$ cat src/rtl/serial_adder.sv
// serial_adder: bit-serial LSB-first adder around one fullAdder cell with start/done handshake.
// Optional build macro SERIAL_ADDER_SUB_EN adds a `sub` port selecting a - b (two's complement).

// fullAdder: single-bit full adder cell.
module fullAdder (
   input  logic i_x,
   input  logic i_y,
   input  logic i_cin,
   output logic o_sum,
   output logic o_cout
);
   assign o_sum  = i_x ^ i_y ^ i_cin;
   assign o_cout = (i_x & i_y) | (i_cin & (i_x ^ i_y));
endmodule

module serial_adder #(
   parameter int WIDTH = 8
) (
   input  logic             clk,
   input  logic             rst_n,
   input  logic             start,
   input  logic [WIDTH-1:0] a,
   input  logic [WIDTH-1:0] b,
   input  logic             cin,
   output logic [WIDTH-1:0] sum,
   output logic             cout,
   output logic             busy,
   output logic             done
`ifdef SERIAL_ADDER_SUB_EN
   ,
   input  logic             sub
`endif
);
   localparam int CW = $clog2(WIDTH);

   typedef enum logic [1:0] {IDLE, RUN, DONE} state_t;

   state_t           r_state;
   logic [WIDTH-1:0] r_a_sr;
   logic [WIDTH-1:0] r_b_sr;
   logic [WIDTH-1:0] r_acc_sr;
   logic             r_carry;
   logic [CW-1:0]    r_cnt;
   logic [WIDTH-1:0] r_sum;
   logic             r_cout;
   logic             r_busy;
   logic             r_done;

   logic             w_sum;
   logic             w_cout;
   logic [WIDTH-1:0] w_acc_nxt;
   logic [WIDTH-1:0] w_b_ld;
   logic             w_c_ld;

`ifdef SERIAL_ADDER_SUB_EN
   // Subtraction loads ~b with a forced carry-in of 1, giving a + ~b + 1.
   assign w_b_ld = sub ? ~b : b;
   assign w_c_ld = sub | cin;
`else
   assign w_b_ld = b;
   assign w_c_ld = cin;
`endif

   fullAdder u_fa (
      .i_x   (r_a_sr[0]),
      .i_y   (r_b_sr[0]),
      .i_cin (r_carry),
      .o_sum (w_sum),
      .o_cout(w_cout)
   );

   assign w_acc_nxt = (r_acc_sr >> 1) | {w_sum, {(WIDTH-1){1'b0}}};

   assign sum  = r_sum;
   assign cout = r_cout;
   assign busy = r_busy;
   assign done = r_done;

   // Control FSM with datapath shifting; results publish only on entry to DONE.
   always_ff @(posedge clk or negedge rst_n) begin
      if (!rst_n) begin
         r_state  <= IDLE;
         r_a_sr   <= '0;
         r_b_sr   <= '0;
         r_acc_sr <= '0;
         r_carry  <= 1'b0;
         r_cnt    <= '0;
         r_sum    <= '0;
         r_cout   <= 1'b0;
         r_busy   <= 1'b0;
         r_done   <= 1'b0;
      end else begin
         case (r_state)
            IDLE: begin
               if (start) begin
                  r_a_sr  <= a;
                  r_b_sr  <= w_b_ld;
                  r_carry <= w_c_ld;
                  r_cnt   <= '0;
                  r_state <= RUN;
                  r_busy  <= 1'b1;
               end
            end
            RUN: begin
               r_a_sr   <= r_a_sr >> 1;
               r_b_sr   <= r_b_sr >> 1;
               r_acc_sr <= w_acc_nxt;
               r_carry  <= w_cout;
               if (r_cnt == CW'(WIDTH-1)) begin
                  r_sum   <= w_acc_nxt;
                  r_cout  <= w_cout;
                  r_state <= DONE;
                  r_busy  <= 1'b0;
                  r_done  <= 1'b1;
               end else begin
                  r_cnt <= r_cnt + 1'b1;
               end
            end
            default: begin
               r_state <= IDLE;
               r_done  <= 1'b0;
            end
         endcase
      end
   end
endmodule

$ cat config.mk
export PLATFORM = sky130hd
export DESIGN_NAME = serial_adder
export DESIGN_NICKNAME = d
export VERILOG_FILES = /design/src/rtl/serial_adder.sv
export SDC_FILE = /design/constraint.sdc
export NUM_CORES = 1
export LEC_CHECK = 0
export BUFFER_PORTS_ARGS = -buffer_cell sky130_fd_sc_hd__buf_2
export CELL_PAD_IN_SITES_DETAIL_PLACEMENT = 0
export CELL_PAD_IN_SITES_GLOBAL_PLACEMENT = 2
export CORE_MARGIN = 4
export CORE_UTILIZATION = 32
export DETAILED_ROUTE_END_ITERATION = 7
export GPL_ROUTABILITY_DRIVEN = 0
export MAX_ROUTING_LAYER = met4
export PLACE_DENSITY_LB_ADDON = 0.15
export SLEW_MARGIN = 20
export SYNTH_ARGS = -nofsm -noshare
export SYNTH_HDL_FRONTEND = slang
export SYNTH_SLANG_ARGS = --single-unit
$ cat constraint.sdc
create_clock -name clk -period 1.4 [get_ports clk]
set_input_delay 0.07 -clock clk [delete_from_list [all_inputs] [get_ports clk]]
set_output_delay 0.07 -clock clk [all_outputs]
set_load 0.02 [all_outputs]
==> out/qor.yml, run 1 <==
status: "complete, no violations"
dieArea_um2: 6900
slew_viol_final: 0
holdWs_ns: 0.0192
synth_nets: 189
synth.distinct_cells: 23
cap_violations: 0
final_cell_mix: "dfrtp_1, o22ai_1, buf_2, nand2_1, a21oi_1"
vias: 1392
area_growth_pct: 23.6
grt_remaining_overflow: 0
boundaryPins: 31
die_w_um: 83.1
cts_made_buffers: 5
clockBufferDepth: 2
async_reset_ff_frac: 1.00
dp_hpwl_um: 2850
worst-endpoint-arrival_ns: 1.55
place_inst: 266
hold_end: "r_b_sr[7]"
setup_ws_ns: 0.0205
cellPowerDensity_nw_per_um2: 2220
slew_headroom: 0.661
setup_violations: 0
die_h_um: 83.1
avgSynthCellArea_um2: 10.9
max_freq_mhz: 725
hp-start: "b[7]"
whs_path_depth: 3
cts_tree: "yes"
fillCellCount: 572
period_minus_slack_ns: 1.38
fin_util: 0.408
worstReg2RegEnd: "sum[7]"
power_w: 0.00495
clk_latency_ns: 0.29
finalClockSkew_ns: 0.00596
dp_slack_ns: 0.0331
crit_path_start: "r_cnt[0]"
ff2ff_path_depth: 4
grt_max_degree: 22
rrSetupSlack_ns: 0.02
ys.flop_type: "dfrtp_1"
period_share: 0.985
diodes: 0
core-area_um2: 5470
endpoint_kind: "flip-flop"
viasPerCell: 5.04
required_ns: 1.57
port_buffers: 30
synth_edf_count: 0
cts.clk_slew.worst_paths_ns: 0.08
drive_gt1_frac: 0.319
clock-sinks: 40
grt_setup_unrepaired: "true"
seqCellArea_um2: 1000
finalNonFillerCells: 276
drt_iter0_drc: 78
fp-row-count: 27
start_kind: "flip-flop"
layout_commonest_cell: "dfrtp_1"
wl_per_cell_um: 14.4
ys_warn_count: 0
ant_nets: 0
drt_first_pass_iters: 4
htree_num_levels: 2
seq_area_frac_synth: 0.555
peakVddDrop_mv: 0.980
hold_class: "in2reg"
syn_area_um2: 1800
fin_nets: 227
hold_viol: 0
timing.rr.start: "r_cnt[0]"
start_util: 0.330
crit_type: "reg2reg"
antenna_found_initial: 0
synth_cells: 165
track_usage: 0.127
drcViolationCount: 0
multi_input_area_um2: 742
grt_pass1_vias: 1410
path_max_fanout: 10
tightest_slew_ns: 0.509
ys_ff_latch: 40
power.leakage_nw: 1.05
cts-root-buf: "clkbuf_8"
grt_pass1_wl_um: 7000
drt-total-wl_um: 3970
what timing repair did:
| action | CTS | global route |
|---|---|---|
| resized for setup | 0 | 3 |
| endpoints found under the hold margin | 19 | 0 |
| setup buffers | 0 | 1 |
| endpoints found under the setup margin | 0 | 16 |
| hold buffers | 1 | 0 |
layout make-up:
| class | instances | share of cell area |
|---|---|---|
| Clock inverter | 1 | 0.0135 |
| Tap cell | 72 | 0.0404 |
| Sequential cell | 40 | 0.449 |
| Multi-Input combinational cell | 110 | 0.333 |
| Timing Repair Buffer | 42 | 0.114 |
| Clock buffer | 7 | 0.0432 |
| Inverter | 4 | 0.00673 |
logic make-up (layout without fill, tap and decap cells):
logic type	Yosys count	after routing	synth area share
flops	40	40	0.555
buf+inv	15	54	0.0465
simple gates	35	35	0.0964
fa+ha+maj	4	4	0.0319
compound gates	62	62	0.196
mux	9	9	0.0749
critical path, stage by stage (launching register included):
cell,delay (ns)
dfrtp_1,0.42
ha_2,0.21
ha_4,0.21
nand2_8,0.12
mux2_4,0.30
registers in the layout, summed over array words and instances, names as in the netlist:
signal / cells
r_acc_sr: 7
r_a_sr: 8
cout: 1
r_b_sr: 8
done: 1
busy: 1
sum: 8
r_cnt: 3
r_state: 2
r_carry: 1
synth_stat cells, types with 2 or more instances:
cell      number  area (um2)
o22ai_1       30         188
mux2_4         9         135
ha_1           3        37.5
buf_2          5        25.0
clkbuf_1       2        7.51
or2b_1         2        15.0
o21ai_0       12        60.1
nor2_1         3        11.3
a21oi_1       18        90.1
inv_1          4        15.0
a22oi_1        2        15.0
dfrtp_1       40        1000
nand2_1       25        93.8
where the power goes:
group | internal [W] | switching (W)
clock network | 0.000629 | 0.000392
logic | 0.000878 | 0.00100
registers | 0.00167 | 0.000384
worst max-delay path by stage:
stage | cells after the start | end | slack, ns
3_5_place_dp | 4 | sum[2] | 0.03
4_1_cts | 4 | sum[7] | 0.01
3_3_place_gp | 4 | sum[7] | 0.06
2_1_floorplan | 5 | cout | -0.008
6_report | 4 | sum[7] | 0.02
5_1_grt | 4 | sum[7] | -0.02
stage by stage:
step	instance area, um2	setup TNS [ns]
2_1_floorplan	1820	-0.0709
3_3_place_gp	2080	0
3_5_place_dp	2080	0
4_1_cts	2210	0
5_1_grt	2230	-0.108
6_report	2230	0
layer usage:
layer  global-route usage  wire length, um
met3               0.0397              232
met4               0.0505               73
met1                0.170             1850
met5                    -                0
met2                0.180             1810
Power figures use the tool's default switching activity.
==> inputs of run 2 (changes only) <==
- CORE_UTILIZATION: 32 -> 35
- clock period: 1.4 -> 1.3 ns (I/O delays scaled with it)
==> run 2 against run 1 <==
The flow now finishes with violations (setup timing); routed wire length is 2.1% higher; sequential power is 8% higher; worst setup slack worse by 0.044 ns; core utilization is 5.8 points higher; die area is 7.8% lower; global-route usage is 1.8 points higher; power is 5.7% higher; hold slack better by 0.0072 ns; count of clock-buffer cells in the layout is 1 lower; sequential cell count stayed put; clock skew is 0.0024 ns higher; critical endpoint unchanged; highest routed layer unchanged.
==> out/qor.yml, run 2 (synthesis results as in run 1) <==
viasPerCell: 5.18
ant_nets: 0
track_usage: 0.145
cts.clk_slew.worst_paths_ns: 0.07
slew_viol_final: 0
endpoint_kind: "flip-flop"
worst-endpoint-arrival_ns: 1.50
status: "complete, but fails checks"
vias: 1434
htree_num_levels: 2
setup_ws_ns: -0.0238
diodes: 0
grt_pass1_wl_um: 7070
port_buffers: 30
required_ns: 1.47
drcViolationCount: 0
area_growth_pct: 25.2
dp_slack_ns: -0.172
core-area_um2: 4850
power.leakage_nw: 1.07
clockBufferDepth: 2
start_util: 0.372
period_share: 1.02
fin_nets: 234
grt_setup_unrepaired: "true"
clock-sinks: 40
path_max_fanout: 10
cts_tree: "yes"
grt_max_degree: 41
clk_latency_ns: 0.29
hold_class: "in2reg"
cts_made_buffers: 5
cts-root-buf: "clkbuf_8"
drive_gt1_frac: 0.343
slew_headroom: 0.656
layout_commonest_cell: "dfrtp_1"
setup_violations: 11
period_minus_slack_ns: 1.32
violations: "setup timing"
start_kind: "flip-flop"
boundaryPins: 31
dieArea_um2: 6370
crit_type: "reg2reg"
tightest_slew_ns: 0.517
grt_pass1_vias: 1480
cap_violations: 0
die_w_um: 79.8
dp_hpwl_um: 2780
finalClockSkew_ns: 0.00839
drt_iter0_drc: 76
holdWs_ns: 0.0264
max_freq_mhz: 755
die_h_um: 79.8
fp-row-count: 25
fin_tns_setup_ns: -0.159
rrSetupSlack_ns: -0.02
drt_first_pass_iters: 4
grt_remaining_overflow: 0
hold_viol: 0
final_cell_mix: "dfrtp_1, o22ai_1, buf_2, nand2_1, a21oi_1"
peakVddDrop_mv: 0.713
cellPowerDensity_nw_per_um2: 2320
antenna_found_initial: 0
drt-total-wl_um: 4050
wl_per_cell_um: 14.6
fillCellCount: 476
## run 2: path summary, 6_finish.rpt
kind,start,end,depth (start not counted)
worst max-delay path,r_cnt[0],sum[7],4
worst min-delay path,a[7],r_a_sr[7],3
worst max register to register,r_cnt[0],sum[7],4
worst min register to register,r_acc_sr[1],r_acc_sr[1],2
max in group asynchronous,rst_n,r_state[1],3
min in group asynchronous,rst_n,sum[1],3
## run 2: metal layers
layer  global-route usage  vias to the layer above  share of wire
met1                0.183                      703           0.46
li1                     -                      691              -
met2                0.230                       35           0.49
met3               0.0372                        5          0.043
met4               0.0456                        0          0.013
met5                    -                        -              0
## run 2: through the flow
stage                     utilization  instances  total power (W)  cell area, um2
after global placement          0.439        267          0.00434            2130
final                           0.466        277          0.00524            2260
after detailed placement        0.439        267          0.00443            2130
after global routing            0.466        277          0.00571            2260
after CTS                       0.465        277          0.00529            2250
after floorplan                     -        165          0.00364            1820
## run 2: what timing repair did
item,in CTS,in global routing
pin swaps,3,0
hold endpoints to repair,40,0
setup buffers,2,0
hold buffers,1,0
resized for setup,7,2
endpoints found under the setup margin,12,23
cloned,0,0
## run 2: area by class of cell
cell class                      instances  area, um2  area share
Clock buffer                            6       72.6      0.0321
Clock inverter                          1       5.00     0.00221
Inverter                                4       15.0     0.00664
Multi-Input combinational cell        110        757       0.335
Sequential cell                        40       1000       0.444
Tap cell                               67       83.8      0.0371
Timing Repair Buffer                   49        324       0.143
## run 2: critical path, stage by stage (launching register included)
cell,delay [ns]
dfrtp_1,0.38
ha_2,0.21
ha_4,0.19
nand2_8,0.11
mux2_4,0.31
## run 2: power by group
part / total [W] / leakage [nW] / internal (W) / switching [W]
registers: 0.00221 / 0.475 / 0.00180 / 0.000406
logic: 0.00226 / 0.555 / 0.00111 / 0.00115
clock network: 0.000769 / 0.0410 / 0.000365 / 0.000405
total: 0.00524 / 1.07 / 0.00327 / 0.00196
==> inputs of run 3 (changes only) <==
- ABC_AREA: unset -> 1
- CORE_UTILIZATION: 35 -> 34
- PLACE_DENSITY_LB_ADDON: 0.15 -> 0.08
==> run 3 against run 2 <==
Critical path type unchanged; sequential cell count is the same; final cell count up 25%; largest power group unchanged; the flow now finishes without violations; routed wire length is 10% higher; largest cell class unchanged; synthesized area up 9.8%.
==> out/qor.yml, run 3 <==
port_buffers: 30
use_met3: 0.0353
status: "complete, no violations"
diodes: 0
synth_top_cell_by_area: "dfrtp_1"
ys_warn_count: 0
start_util: 0.356
cellPowerDensity_nw_per_um2: 2330
drt-total-wl_um: 4460
syn_area_um2: 1980
htree_num_levels: 2
fin_nets: 296
synth_nets: 246
endpoint_kind: "flip-flop"
synth_area_leaders: "dfrtp_1, nand2_1, nand3_1"
met2_usage: 0.209
drt_iter0_drc: 87
grt_pass1_vias: 1563
period_share: 0.990
clock-sinks: 40
drive_gt1_frac: 0.366
layout_commonest_cell: "nand2_1"
grt_pass1_wl_um: 7470
crit_type: "reg2reg"
drcViolationCount: 0
vias: 1525
fp-row-count: 27
required_ns: 1.49
hold_viol: 0
viasPerCell: 4.42
fin_util: 0.453
max_freq_mhz: 777
rrSetupSlack_ns: 0.01
track_usage: 0.135
start_kind: "flip-flop"
die_h_um: 84.4
tightest_slew_ns: 0.229
dp_hpwl_um: 3020
synth_cells: 222
grt_setup_unrepaired: "true"
seq_area_frac_synth: 0.505
period_minus_slack_ns: 1.29
cts_made_buffers: 5
wl_per_cell_um: 12.9
cap_violations: 0
clockBufferDepth: 2
clk_latency_ns: 0.29
setup_violations: 0
cts.clk_slew.worst_paths_ns: 0.09
die_w_um: 84.4
busiest_layer: "met2"
ant_nets: 0
area_growth_pct: 27.3
ys.flop_type: "dfrtp_1"
met1_usage: 0.176
synth.distinct_cells: 18
slew_headroom: 0.847
synth_edf_count: 0
antenna_found_initial: 0
grt_max_degree: 41
hold_class: "in2reg"
holdWs_ns: 0.0469
async_reset_ff_frac: 1.00
ys_ff_latch: 40
worst-endpoint-arrival_ns: 1.48
dieArea_um2: 7110
path_max_fanout: 5
power.leakage_nw: 1.34
avgSynthCellArea_um2: 8.93
cts_tree: "yes"
final_cell_mix: "nand2_1, dfrtp_1, nand3_1, buf_2, buf_4"
grt_remaining_overflow: 0
core-area_um2: 5570
yosys-top-cells-count: "nand2_1, dfrtp_1, nand3_1, o21ai_2, inv_1"
slew_viol_final: 0
synth_most_common_cell: "nand2_1"
drt_first_pass_iters: 4
boundaryPins: 31
finalClockSkew_ns: 0.00762
synth.top_cell.area_share: 0.505
cts-root-buf: "clkbuf_8"
peakVddDrop_mv: 0.666
## run 3: cell count changes after synthesis, moves of 9 or more
cell | previous run | this run
o21ai_2 | 0 | 14
o22ai_1 | 30 | 0
a21oi_1 | 18 | 0
nand3_1 | 0 | 35
mux2_4 | 9 | 0
nand2_1 | 25 | 94
o21ai_0 | 12 | 0
## run 3: area by class of cell
cell class	instances	area (um2)
tap	72	90.1
inverter	12	50.0
clock inverter	3	46.3
timing repair buffer	55	408
multi-input combinational	158	857
sequential	40	1000
clock buffer	5	68.8
fill	569	3050
## run 3: timing repair
| action | CTS | global route |
|---|---|---|
| gates cloned | 0 | 1 |
| pin swaps | 0 | 4 |
| buffers inserted | 1 | 1 |
| hold buffers | 3 | 0 |
| setup endpoints to repair | 11 | 23 |
| gates resized for setup | 2 | 22 |
| endpoints found under the hold margin | 42 | 0 |
## run 3: cells by family (layout without fill, tap and decap cells)
family	Yosys count	count (layout)	synth area share
AO/OA/AOI/OAI	14	14	0.0619
adder cells (fa/ha/maj)	4	4	0.0290
buffers and inverters	24	75	0.0934
flip-flops	40	40	0.505
AND/OR/NAND/NOR	140	140	0.311
## run 3: layer usage
metal  vias up  wire length (um)
met3         6               189
li1        804                 -
met2        29              1990
met4         0                55
met1       686              2220
met5         -                 0
## run 3: worst max-delay path, cell delays in order, from the launching register on
cell,delay [ns]
dfrtp_1,0.40
ha_2,0.20
ha_4,0.16
nand2_2,0.06
inv_2,0.04
nand2_4,0.12
clkbuf_16,0.16
o21ai_2,0.05
## run 3: power breakdown
group	switching [W]	internal (W)
Combinational	0.00156	0.00112
Sequential	0.000353	0.00179
Clock	0.000474	0.000579
## run 3: final timing paths
kind / startpoint / to / depth (start not counted)
min in group asynchronous: rst_n / r_b_sr[7] / 3
hold / removal: b[1] / r_b_sr[1] / 5
hold reg to reg: busy / busy / 2
max in group asynchronous: rst_n / r_state[1] / 3
setup reg to reg: r_cnt[0] / sum[5] / 7
setup / recovery: r_cnt[0] / sum[5] / 7
## run 3: metrics by stage
step	cell area (um2)	setup TNS (ns)	setup WS [ns]	power [W]	std cells
CTS	2420	0	0.0134	0.00580	343
finish	2520	0	0.0132	0.00587	345
detailed placement	2260	-0.0218	-0.0107	0.00467	331
global placement	2260	0	0.00878	0.00466	331
floorplan	1980	0	0.0134	0.00407	222
global route	2520	-0.366	-0.0461	0.00640	345
